--- src/rtl/collision_multi_detector.sv ---
// collision_multi_detector
//   Tests one rocket box against NUM_AST asteroid boxes every PLAY cycle.
//   Every overlapping asteroid is destroyed in a single pulse, one life is
//   lost per collision event, and a non-fatal hit starts an invulnerability
//   cooldown. gameover is held once the lives are exhausted.
// Ports
//   clock, reset       rising-edge clock, asynchronous active-high reset
//   start              level; leaves IDLE/OVER and reloads lives
//   rocketx/rockety    rocket top-left corner
//   asteroidx/y        packed asteroid corners, channel i at [i*W +: W]
//   asteroid_active    per-channel valid; inactive channels never collide
//   destroyasteroid    one-cycle mask of asteroids hit
//   hit                one-cycle pulse per collision event
//   lives              remaining lives
//   invulnerable       high throughout the cooldown
//   gameover           high while the game is over
module collision_multi_detector #(
    parameter int NUM_AST  = 4,
    parameter int X_W      = 8,
    parameter int Y_W      = 7,
    parameter int ROCKET_W = 4,
    parameter int ROCKET_H = 9,
    parameter int AST_W    = 4,
    parameter int AST_H    = 4,
    parameter int LIVES    = 3,
    parameter int COOLDOWN = 8
) (
    input  logic                   clock,
    input  logic                   reset,
    input  logic                   start,
    input  logic [X_W-1:0]         rocketx,
    input  logic [Y_W-1:0]         rockety,
    input  logic [NUM_AST*X_W-1:0] asteroidx,
    input  logic [NUM_AST*Y_W-1:0] asteroidy,
    input  logic [NUM_AST-1:0]     asteroid_active,
    output logic [NUM_AST-1:0]     destroyasteroid,
    output logic                   hit,
    output logic [3:0]             lives,
    output logic                   invulnerable,
    output logic                   gameover
);

    localparam int CW = (COOLDOWN > 1) ? $clog2(COOLDOWN) : 1;
    localparam logic [CW-1:0]  CD_LOAD    = CW'((COOLDOWN > 0) ? COOLDOWN - 1 : 0);
    localparam logic [3:0]     LIVES_INIT = 4'(LIVES);
    localparam logic [X_W:0]   AST_W_E    = (X_W+1)'(AST_W);
    localparam logic [X_W:0]   ROCKET_W_E = (X_W+1)'(ROCKET_W);
    localparam logic [Y_W:0]   AST_H_E    = (Y_W+1)'(AST_H);
    localparam logic [Y_W:0]   ROCKET_H_E = (Y_W+1)'(ROCKET_H);

    typedef enum logic [2:0] {
        IDLE,
        PLAY,
        HIT,
        COOL,
        OVER
    } state_t;

    state_t             state, state_n;
    logic [3:0]         lives_q, lives_n;
    logic [NUM_AST-1:0] hit_mask, mask_n;
    logic [CW-1:0]      count, count_n;
    logic [NUM_AST-1:0] overlap;
    logic [X_W:0]       rx_e, ax_e;
    logic [Y_W:0]       ry_e, ay_e;

    // One extra bit on every operand so box-edge sums cannot wrap.
    always_comb begin
        overlap = '0;
        rx_e    = {1'b0, rocketx};
        ry_e    = {1'b0, rockety};
        ax_e    = '0;
        ay_e    = '0;
        for (int unsigned i = 0; i < NUM_AST; i++) begin
            ax_e = {1'b0, asteroidx[i*X_W +: X_W]};
            ay_e = {1'b0, asteroidy[i*Y_W +: Y_W]};
            overlap[i] = asteroid_active[i]
                       && (rx_e < ax_e + AST_W_E) && (ax_e < rx_e + ROCKET_W_E)
                       && (ry_e < ay_e + AST_H_E) && (ay_e < ry_e + ROCKET_H_E);
        end
    end

    always_ff @(posedge clock or posedge reset) begin
        if (reset) begin
            state    <= IDLE;
            lives_q  <= '0;
            hit_mask <= '0;
            count    <= '0;
        end else begin
            state    <= state_n;
            lives_q  <= lives_n;
            hit_mask <= mask_n;
            count    <= count_n;
        end
    end

    always_comb begin
        state_n = state;
        lives_n = lives_q;
        mask_n  = hit_mask;
        count_n = count;
        case (state)
            IDLE, OVER: begin
                if (start) begin
                    state_n = PLAY;
                    lives_n = LIVES_INIT;
                end
            end
            PLAY: begin
                if (|overlap) begin
                    mask_n  = overlap;
                    state_n = HIT;
                end
            end
            HIT: begin
                // One life per event, however many asteroids were hit.
                lives_n = lives_q - 4'd1;
                if (lives_q == 4'd1) begin
                    state_n = OVER;
                end else if (COOLDOWN == 0) begin
                    state_n = PLAY;
                end else begin
                    state_n = COOL;
                    count_n = CD_LOAD;
                end
            end
            COOL: begin
                if (count == '0) state_n = PLAY;
                else             count_n = count - CW'(1);
            end
            default: state_n = IDLE;
        endcase
    end

    // Outputs decode from registered state only, so reset clears them at once.
    assign destroyasteroid = (state == HIT) ? hit_mask : '0;
    assign hit             = (state == HIT);
    assign lives           = lives_q;
    assign invulnerable    = (state == COOL);
    assign gameover        = (state == OVER);

endmodule

--- config.mk ---
export PLATFORM = sky130hd
export DESIGN_NAME = collision_multi_detector
export DESIGN_NICKNAME = d
export VERILOG_FILES = /design/src/rtl/collision_multi_detector.sv
export SDC_FILE = /design/constraint.sdc
export NUM_CORES = 1
export LEC_CHECK = 0
export BUFFER_PORTS_ARGS = -buffer_cell sky130_fd_sc_hd__buf_2
export CAP_MARGIN = 5
export CORE_MARGIN = 1.5
export CORE_UTILIZATION = 25
export CTS_CLUSTER_SIZE = 10
export DETAILED_ROUTE_END_ITERATION = 10
export GPL_TIMING_DRIVEN = 0
export PLACE_DENSITY = 0.49
export SETUP_SLACK_MARGIN = 0.02
export SLEW_MARGIN = 15
export SYNTH_ARGS = -nofsm -noshare
export SYNTH_HDL_FRONTEND = slang
export SYNTH_SLANG_ARGS = --single-unit
--- constraint.sdc ---
create_clock -name clock -period 2.8 [get_ports clock]
set_input_delay 0.14 -clock clock [delete_from_list [all_inputs] [get_ports clock]]
set_output_delay 0.14 -clock clock [all_outputs]
set_load 0.01 [all_outputs]
==> run metrics, run 1 <==
outcome finished, final reports clean; synthesized instance count about 470; ant diodes 0; vias per cell 5.02; HP Class primary input to register; Post-synth EDFFs 0; Die Y approximately 130 um; CP Data Arrival Time 2.63 ns; Max-Cap Viols 0; Clk Latency, worst-skew pair between 0.2 and 0.3 ns; Final Instance Area 0.00465 sq mm; Die X between 100 and 150 um; Worst-Margin Slew 0.549 ns; Worst EP required around 2.9 ns; setup_tns 0 ns; io pins 93; ys async rst share 1.00; Root Buffer clkbuf_16; Seq/Total Area, Yosys 0.0916; Die ar. between 0.015 and 0.02 sq mm; Num CTS Buffers 3; vias in the first global route 3714; initial antenna violation count 0; Final Cycle Share 0.900; RSZ-0062 raised after global routing no; Util after Layout 0.308; Avg WL per Cell 14.8 um; GRT overflow 0; core area 0.0151 sq mm; post-route setup slack 0.279 ns; Finish-stage setup viols 0; pwr dens 370 mW/mm^2; critical path class primary input to register; dpl cell area 0.00452 sq mm; 1st-iter DRT viols 176; CTS tree yes; syn_area_per_cell between 8 and 9 sq um; Synth Warn # 0; Max rail drop VDD approximately 0.17 mV; maximum number of pins on one net before global-route repair 15; Total Wirelength 11200 um; synthesized cell area 0.00382 sq mm; f_max between 300 and 400 MHz; Final Hold Vio Count 0; Max Transition Viols Final 0; fraction of layout cells with a size suffix above 1 0.196; Pleak 0.00232 uW; clk buf depth 2; net count after synthesis approximately 670; DR DRC count 0; IO Port Bufs 92; Slew HR 0.633; Starting Density 0.253; Detailed Place HPWL 9480 um; Synth cell types 54; first-pass GRT wire length 18400 um; area leader, netlist ha_1; H-Tree Depth 1; Area Overhead vs Synth 21.5%; Yosys top cell area share 0.373; pre-CTS setup slack -0.285 ns; DR vias 3786; GP Congestion 0.803; startpoint class of the critical path primary input; Pre-antenna DRT Iters 4; CP Capture Type register; Clk pin slew, worst setup/hold paths about 0.050 ns; synthesis-stage register bit count 14; Fin Clk Skew 0.000917 ns; Post-DRT Antenna Nets 0; minimum clock period 2.52 ns; Nets 763; Top FF cell, synth dfrtp_1; Tot GR Track Use 0.140; Synth area leaders ha_1, dfrtp_1, xor2_1; num rows 45; Max FO, Critical Path 7; Clock Sinks 14
==> stage by stage <==
stage / hold WS (ns) / power, uW / instances
floorplan: 0.0292 / 1050 / 469
global placement: 0.221 / 1380 / 749
detailed placement: 0.215 / 1420 / 749
CTS: 0.171 / 1730 / 754
global route: 0.203 / 1910 / 754
finish: 0.166 / 1720 / 754
==> logic make-up after synthesis <==
logic type / after synthesis / share of synthesized area
compound gates: 130 / 0.227
buf+inv: 40 / 0.0412
flops: 14 / 0.0916
mux: 1 / 0.00262
xor+xnor: 37 / 0.0847
simple gates: 133 / 0.180
fa+ha+maj: 114 / 0.373
==> cells in the mapped netlist (all sizes together) (2+ instances only) <==
library cell  instances
a31oi                 3
or3b                  2
a22oi                 4
o21a                  7
o211a                 2
a211o                 2
xor2                 20
and2                  2
ha                  114
nor2b                 5
a211oi                5
a21o                  7
a32oi                 3
o21ai                34
o22ai                 6
o31ai                 2
nand2b                9
o211ai                7
o2111ai               6
nand3                29
clkbuf                2
and3                 16
nand4                 5
a21oi                28
nor2                 24
a221oi                2
dfrtp                14
xnor2                17
inv                  37
nor3                 12
a22o                  2
nand2                23
==> worst paths after layout <==
| kind | startpoint | to | slack [ns] | cells after the start |
|---|---|---|---|---|
| min in group asynchronous | reset | count[1] | 0.48 | 3 |
| hold reg to reg | hit_mask[3] | hit_mask[3] | 0.52 | 2 |
| hold / removal | start | state[0] | 0.17 | 3 |
| setup reg to reg | lives[1] | state[0] | 1.10 | 6 |
| max in group asynchronous | reset | lives[3] | 1.96 | 3 |
| setup / recovery | rockety[1] | hit_mask[1] | 0.28 | 11 |
==> critical path: stages <==
cell      delay [ns]
buf_2           0.16
ha_1            0.22
a21oi_1         0.31
nor2_1          0.10
xnor2_1         0.23
ha_1            0.25
a221o_1         0.33
a211oi_2        0.22
nand4_2         0.18
a41oi_2         0.35
o22ai_1         0.14
==> flip-flops by register name, summed over array words and instances, names as in the netlist <==
name and flops:
lives 4, state 3, hit_mask 4, count 3
==> cell usage in the layout (no fill, tap or decap), drive strengths merged, types with 2 or more instances in the layout <==
master | Yosys | final
o2111ai | 6 | 6
or3b | 2 | 2
nand3 | 29 | 29
nor3 | 12 | 12
a21oi | 28 | 28
o22ai | 6 | 6
a32oi | 3 | 3
a22oi | 4 | 4
xnor2 | 17 | 17
a211o | 2 | 2
a31oi | 3 | 3
and3 | 16 | 16
inv | 37 | 37
o211ai | 7 | 7
clkbuf | 2 | 6
nand2 | 23 | 23
nor2b | 5 | 5
buf | 1 | 93
a221oi | 2 | 2
a22o | 2 | 2
o31ai | 2 | 2
o21ai | 34 | 34
nand2b | 9 | 9
and2 | 2 | 2
xor2 | 20 | 20
nand4 | 5 | 5
a211oi | 5 | 5
nor2 | 24 | 24
ha | 114 | 114
o21a | 7 | 7
a21o | 7 | 7
dfrtp | 14 | 14
o211a | 2 | 2
==> cell type report <==
| cell class | instances | area, sq um |
|---|---|---|
| Inverter | 37 | 139 |
| Tap cell | 188 | 235 |
| Multi-Input combinational cell | 415 | 3350 |
| Clock buffer | 4 | 88.8 |
| Buffer | 3 | 18.8 |
| Fill cell | 1632 | 10400 |
| Sequential cell | 14 | 350 |
| Timing Repair Buffer | 93 | 470 |
==> routing by layer <==
layer / track usage / up-vias / part of all wire / routed length (um)
li1: - / 1959 / - / -
met1: 0.199 / 1722 / 0.51 / 5700
met2: 0.229 / 88 / 0.43 / 4770
met3: 0.00844 / 17 / 0.041 / 455
met4: 0.0441 / 0 / 0.021 / 238
met5: 0 / - / 0 / 0
==> power breakdown <==
part           leakage [uW]  total [uW]  internal, uW  switching [uW]
registers          0.000160         359           292            66.9
logic               0.00211        1060           458             600
clock network     0.0000442         305           217            88.0
==> what timing repair did <==
item                       4_1_cts  5_1_grt
pin swaps                        0        0
hold buffers                     1        0
setup endpoints to repair        4        5
buffers inserted                 0        0
gates resized for setup          1        3
hold endpoints to repair        14        0
Note: power is estimated with default switching activity, not from simulation.
==> run 2: changes to the inputs <==
--- a/config.mk
+++ b/config.mk
@@ -5,13 +5,16 @@
 export SDC_FILE = /design/constraint.sdc
 export NUM_CORES = 1
 export LEC_CHECK = 0
+export ABC_AREA = 1
 export BUFFER_PORTS_ARGS = -buffer_cell sky130_fd_sc_hd__buf_2
 export CAP_MARGIN = 5
+export CORE_ASPECT_RATIO = 1.25
 export CORE_MARGIN = 1.5
 export CORE_UTILIZATION = 25
 export CTS_CLUSTER_SIZE = 10
 export DETAILED_ROUTE_END_ITERATION = 10
 export GPL_TIMING_DRIVEN = 0
+export MAX_ROUTING_LAYER = met4
 export PLACE_DENSITY = 0.49
 export SETUP_SLACK_MARGIN = 0.02
 export SLEW_MARGIN = 15
==> run metrics, run 2 <==
Post-DRT Antenna Nets 0; HP Class primary input to register; Switch Pwr 786 uW; Detailed Place HPWL 9310 um; Slew HR 0.621; synthesized instance count 630; Fin Clk Skew between 0.0007 and 0.0008 ns; RSZ-0062 raised after global routing no; Starting Density 0.256; Die X 118 um; count leader, synth nand2_1; Yosys top cell area share 0.346; Final Hold Vio Count 0; Filler cells 1859; vias in the first global route 3690; Final Cycle Share 0.811; IO Port Bufs 92; Die ar. between 0.015 and 0.02 sq mm; Worst-Margin Slew 0.567 ns; Max-Cap Viols 0; Synth area leaders ha_1, nand2_1, inv_1; CTS tree yes; Post-synth EDFFs 0; DR vias 3942; H-Tree Depth 1; Nets 924; io pins 93; GP Congestion 0.798; Num CTS Buffers 3; most common cell after layout, fill and taps aside nand2_1; num rows between 50 and 60; worst path cell trace buf_2 -> ha_1 -> nand3_1 -> xor2_1 -> ha_1 -> a21o_1 -> nand3_1 -> nand2_1 -> nor2_1 -> nand2_1 -> nor2_1 -> nand3_1 -> nand2_2 -> nor2_4 -> nand2_2 -> nand2_1 -> nand2_1 -> nand2_1; CP Data Arrival Time 2.40 ns; GRT overflow 0; Total Wirelength around 10000 um; syn_area_per_cell 6.55 sq um; outcome finished, final reports clean; critical path class primary input to register; minimum clock period between 2 and 2.5 ns; fin cells 943; Clk pin slew, worst setup/hold paths 0.05 ns; f_max 441 MHz; most frequent cells in the layout nand2_1, ha_1, inv_1; core area 0.0161 sq mm; Synth cell types 30; Most Frequent Cell on Critical Path nand2_1; overall power 1710 uW; Clock Power Share 0.176; pwr dens 345 mW/mm^2; Synth Warn # 0; dpl cell area 0.00485 sq mm; setup_tns 0 ns; synthesized cell area between 0.004 and 0.005 sq mm; Switching Share 0.459; hold-fix buffers at CTS 1; Crit-path slowest cell xor2_1; initial antenna violation count 0; Avg WL per Cell between 10 and 15 um; net count after synthesis 826; fraction of layout cells with a size suffix above 1 0.149; Int Pwr 925 uW; Worst EP required roughly 2.9 ns; ys async rst share 1.00; synthesis-stage register bit count 14; Max rail drop VDD ~0.23 mV; Clock Sinks 14; Sequential Area approximately 350 sq um; # Post-CTS Setup Buffers 0; Comb power frac 0.628; Max FO, Critical Path 6; Post-synth top cells nand2_1, ha_1, inv_1; ant diodes 0; Seq pwr share 0.196; Crit path largest cell delay 0.38 ns; Seq/Total Area, Yosys 0.0850; clk buf depth 2; Die Y about 150 um; Resized Gates After CTS 0; Tot GR Track Use 0.122; Finish-stage setup viols 0; first-pass GRT wire length approximately 17000 um; area leader, netlist ha_1; Max Transition Viols Final 0; Final Instance Area 0.00495 sq mm; vias per cell roughly 4.2; Pleak 0.00289 uW; Pre-antenna DRT Iters 4; Buffers & Inverters on Critical Path 1; Root Buffer clkbuf_16; Clk Latency, worst-skew pair 0.24 ns; DR DRC count 0; maximum number of pins on one net before global-route repair 15; startpoint class of the critical path primary input; 1st-iter DRT viols between 100 and 150; Top FF cell, synth dfrtp_1; dpl cells 938; Area Overhead vs Synth 20.1%; CP Capture Type register; CP delay by family, top simple AND/OR/NAND/NOR gates; area of the multi-input gates about 0.0034 sq mm
run 2: changes by cell type in the layout (fill, tap and decap cells not counted), moves of 7 or more:
cell | before | now
nor2_1 | 24 | 49
inv_1 | 37 | 97
o21a_1 | 7 | 0
nor3_1 | 12 | 1
nand2b_1 | 9 | 0
and3_1 | 15 | 1
o21ai_0 | 34 | 17
nand3_1 | 28 | 46
nand3b_1 | 0 | 10
nand2_1 | 23 | 174
a21oi_1 | 28 | 39
run 2: final cells by class:
cell class | instances | share of cell area
flip-flops and latches | 14 | 0.0707
multi-input cells | 516 | 0.684
clock buffers | 4 | 0.0179
plain buffers | 1 | 0.00227
well taps | 216 | 0.0546
repair buffers | 93 | 0.0950
inverters | 99 | 0.0760
run 2: power groups by stage:
| stage | clock network [uW] | logic (uW) | registers, uW |
|---|---|---|---|
| finish | 301 | 1070 | 335 |
| global placement | 0 | 1090 | 339 |
| floorplan | 0 | 752 | 340 |
| CTS | 305 | 1100 | 336 |
| detailed placement | 0 | 1090 | 339 |
| global route | 315 | 1270 | 348 |
run 2: metrics by stage:
step	utilization	hold WS (ns)	setup WS (ns)
2_1_floorplan	-	0.0292	0.790
3_3_place_gp	0.301	0.222	0.224
3_5_place_dp	0.301	0.222	0.192
4_1_cts	0.307	0.238	0.434
5_1_grt	0.307	0.275	0.236
6_report	0.307	0.237	0.531
run 2: worst min-delay path: cells and delay by family:
| family | cells | cell delay (ns) |
|---|---|---|
| buffers and inverters | 1 | 0.09 |
| AO/OA/AOI/OAI | 1 | 0.16 |
| AND/OR/NAND/NOR | 1 | 0.05 |
run 2: path summary, 6_finish.rpt:
check	from	to	slack (ns)	cells after the start
setup / recovery	rocketx[2]	state[2]	0.53	18
hold / removal	start	state[0]	0.24	3
setup reg to reg	state[2]	count[1]	1.07	7
hold reg to reg	count[0]	count[0]	0.47	1
max in group asynchronous	reset	hit_mask[1]	1.93	3
min in group asynchronous	reset	lives[3]	0.50	3
run 2: cells by family after synthesis:
family | synth area share
AND/OR/NAND/NOR | 0.312
adder cells (fa/ha/maj) | 0.346
buffers and inverters | 0.0941
AO/OA/AOI/OAI | 0.0822
XOR/XNOR | 0.0807
flip-flops | 0.0850
run 2: routing by layer:
| layer | track usage | vias to the layer above | part of all wire |
|---|---|---|---|
| met5 | - | - | 0 |
| met4 | 0.00915 | 0 | 0.0025 |
| met3 | 0.00781 | 2 | 0.029 |
| met2 | 0.217 | 63 | 0.47 |
| met1 | 0.158 | 1633 | 0.50 |
| li1 | - | 2244 | - |
==> run 3: changes to the inputs <==
==> constraint.sdc (replaced) <==
create_clock -name clock -period 2.1 [get_ports clock]
set_input_delay 0.105 -clock clock [delete_from_list [all_inputs] [get_ports clock]]
set_output_delay 0.105 -clock clock [all_outputs]
set_load 0.01 [all_outputs]
==> run metrics, run 3 (synthesis results as in run 2) <==
f_max roughly 520 MHz; Nets 933; HP Class primary input to register; Starting Density 0.256; Worst-Margin Slew around 0.57 ns; outcome finished, final reports clean; vias per cell approximately 4.2; Root Buffer clkbuf_16; core area between 0.015 and 0.02 sq mm; num rows 52; Avg WL per Cell 11.1 um; CP Data Arrival Time 2.04 ns; DR vias about 4000; Pleak ~0.003 uW; Max FO, Critical Path 7; Final Instance Area between 0.005 and 0.006 sq mm; post-route setup slack 0.192 ns; CP Launch Point rockety[2]; Final Cycle Share 0.909; vias in the first global route 3705; ant diodes 0; setup_tns 0 ns; Max rail drop VDD 0.309 mV; GRT overflow 0; Die Y around 150 um; Die ar. 0.0173 sq mm; CP Capture Type register; Clk pin slew, worst setup/hold paths ~0.050 ns; Clk Latency, worst-skew pair 0.24 ns; dpl cell area 0.00485 sq mm; Num CTS Buffers 3; most frequent cells in the layout nand2_1, ha_1, inv_1; WHS 0.202 ns; Worst R2R Start state[2]; DR DRC count 0; fraction of layout cells with a size suffix above 1 0.212; first-pass GRT wire length 17300 um; maximum number of pins on one net before global-route repair 15; IO Port Bufs between 90 and 100; H-Tree Depth 1; Clock Sinks 14; CTS tree yes; initial antenna violation count 0; pre-CTS setup slack -0.473 ns; RSZ-0062 raised after global routing no; pwr dens 443 mW/mm^2; Detailed Place HPWL 9310 um; hold-critical path depth 3; Die X 118 um; Final Hold Vio Count 0; R2R cell count 7; Worst EP required 2.23 ns; Max Transition Viols Final 0; Tot GR Track Use 0.123; io pins 93; startpoint class of the critical path primary input; minimum clock period 1.91 ns; Total Wirelength 10500 um; Finish-stage setup viols 0; 1st-iter DRT viols between 100 and 150; min-delay src start; most common cell after layout, fill and taps aside nand2_1; Pre-antenna DRT Iters 4; clk buf depth 2; GP Congestion between 0.7 and 0.8; Area Overhead vs Synth 30.5%; Slew HR 0.620; critical path class primary input to register; Post-DRT Antenna Nets 0; Fin Clk Skew 0.00114 ns; Max-Cap Viols 0
-- run 3: cell types whose count changed in the layout (fill, tap and decap cells not counted), sizes merged --
cell / previous run / this run
buf: 93 / 95
clkbuf: 4 / 11
-- run 3: worst paths after layout --
check                         endpoint  slack [ns]
setup / recovery              state[1]        0.19
hold / removal                state[0]        0.20
setup reg to reg              count[1]        0.37
hold reg to reg               count[0]        0.47
max in group asynchronous  hit_mask[1]        1.26
min in group asynchronous     lives[3]        0.47
-- run 3: power by group --
part	switching, uW	internal, uW
Combinational	901	634
Clock	110	288
Sequential	73.7	375
-- run 3: layer usage --
layer	vias to the layer above	part of all wire	global-route usage
met5	-	0	-
met4	0	0.0027	0.00915
met3	2	0.025	0.00781
met2	63	0.47	0.218
met1	1672	0.50	0.159
li1	2267	-	-
-- run 3: area by class of cell --
class	count	area, sq um
fill	1817	10800
multi-input combinational	516	3690
timing repair buffer	102	593
inverter	99	377
sequential	14	350
tap	216	270
clock buffer	4	88.8
buffer	1	11.3
-- run 3: through the flow --
stage	util	cells	total power, uW
floorplan	-	630	1460
global placement	0.301	938	1900
detailed placement	0.301	938	1910
CTS	0.313	945	2340
global route	0.333	952	2690
finish	0.333	952	2380
-- run 3: critical path, stage by stage --
cell and delay [ns]:
clkbuf_4 0.18, nand3_2 0.13, nand2_1 0.12, nand2_1 0.13
xor2_4 0.20, ha_1 0.31, nand2_1 0.05, inv_1 0.04
nand2_1 0.05, nand2_1 0.05, nand2_1 0.05, nand4_1 0.14
nand2_2 0.09, nor2_4 0.15, nand2_2 0.09, nand3_1 0.09
nand2_1 0.05
-- run 3: timing repair --
action,4_1_cts,5_1_grt
pin swaps,0,14
setup endpoints to repair,7,7
hold buffers,1,0
setup buffers,2,7
cloned,0,0
endpoints found under the hold margin,14,0
gates resized for setup,11,56
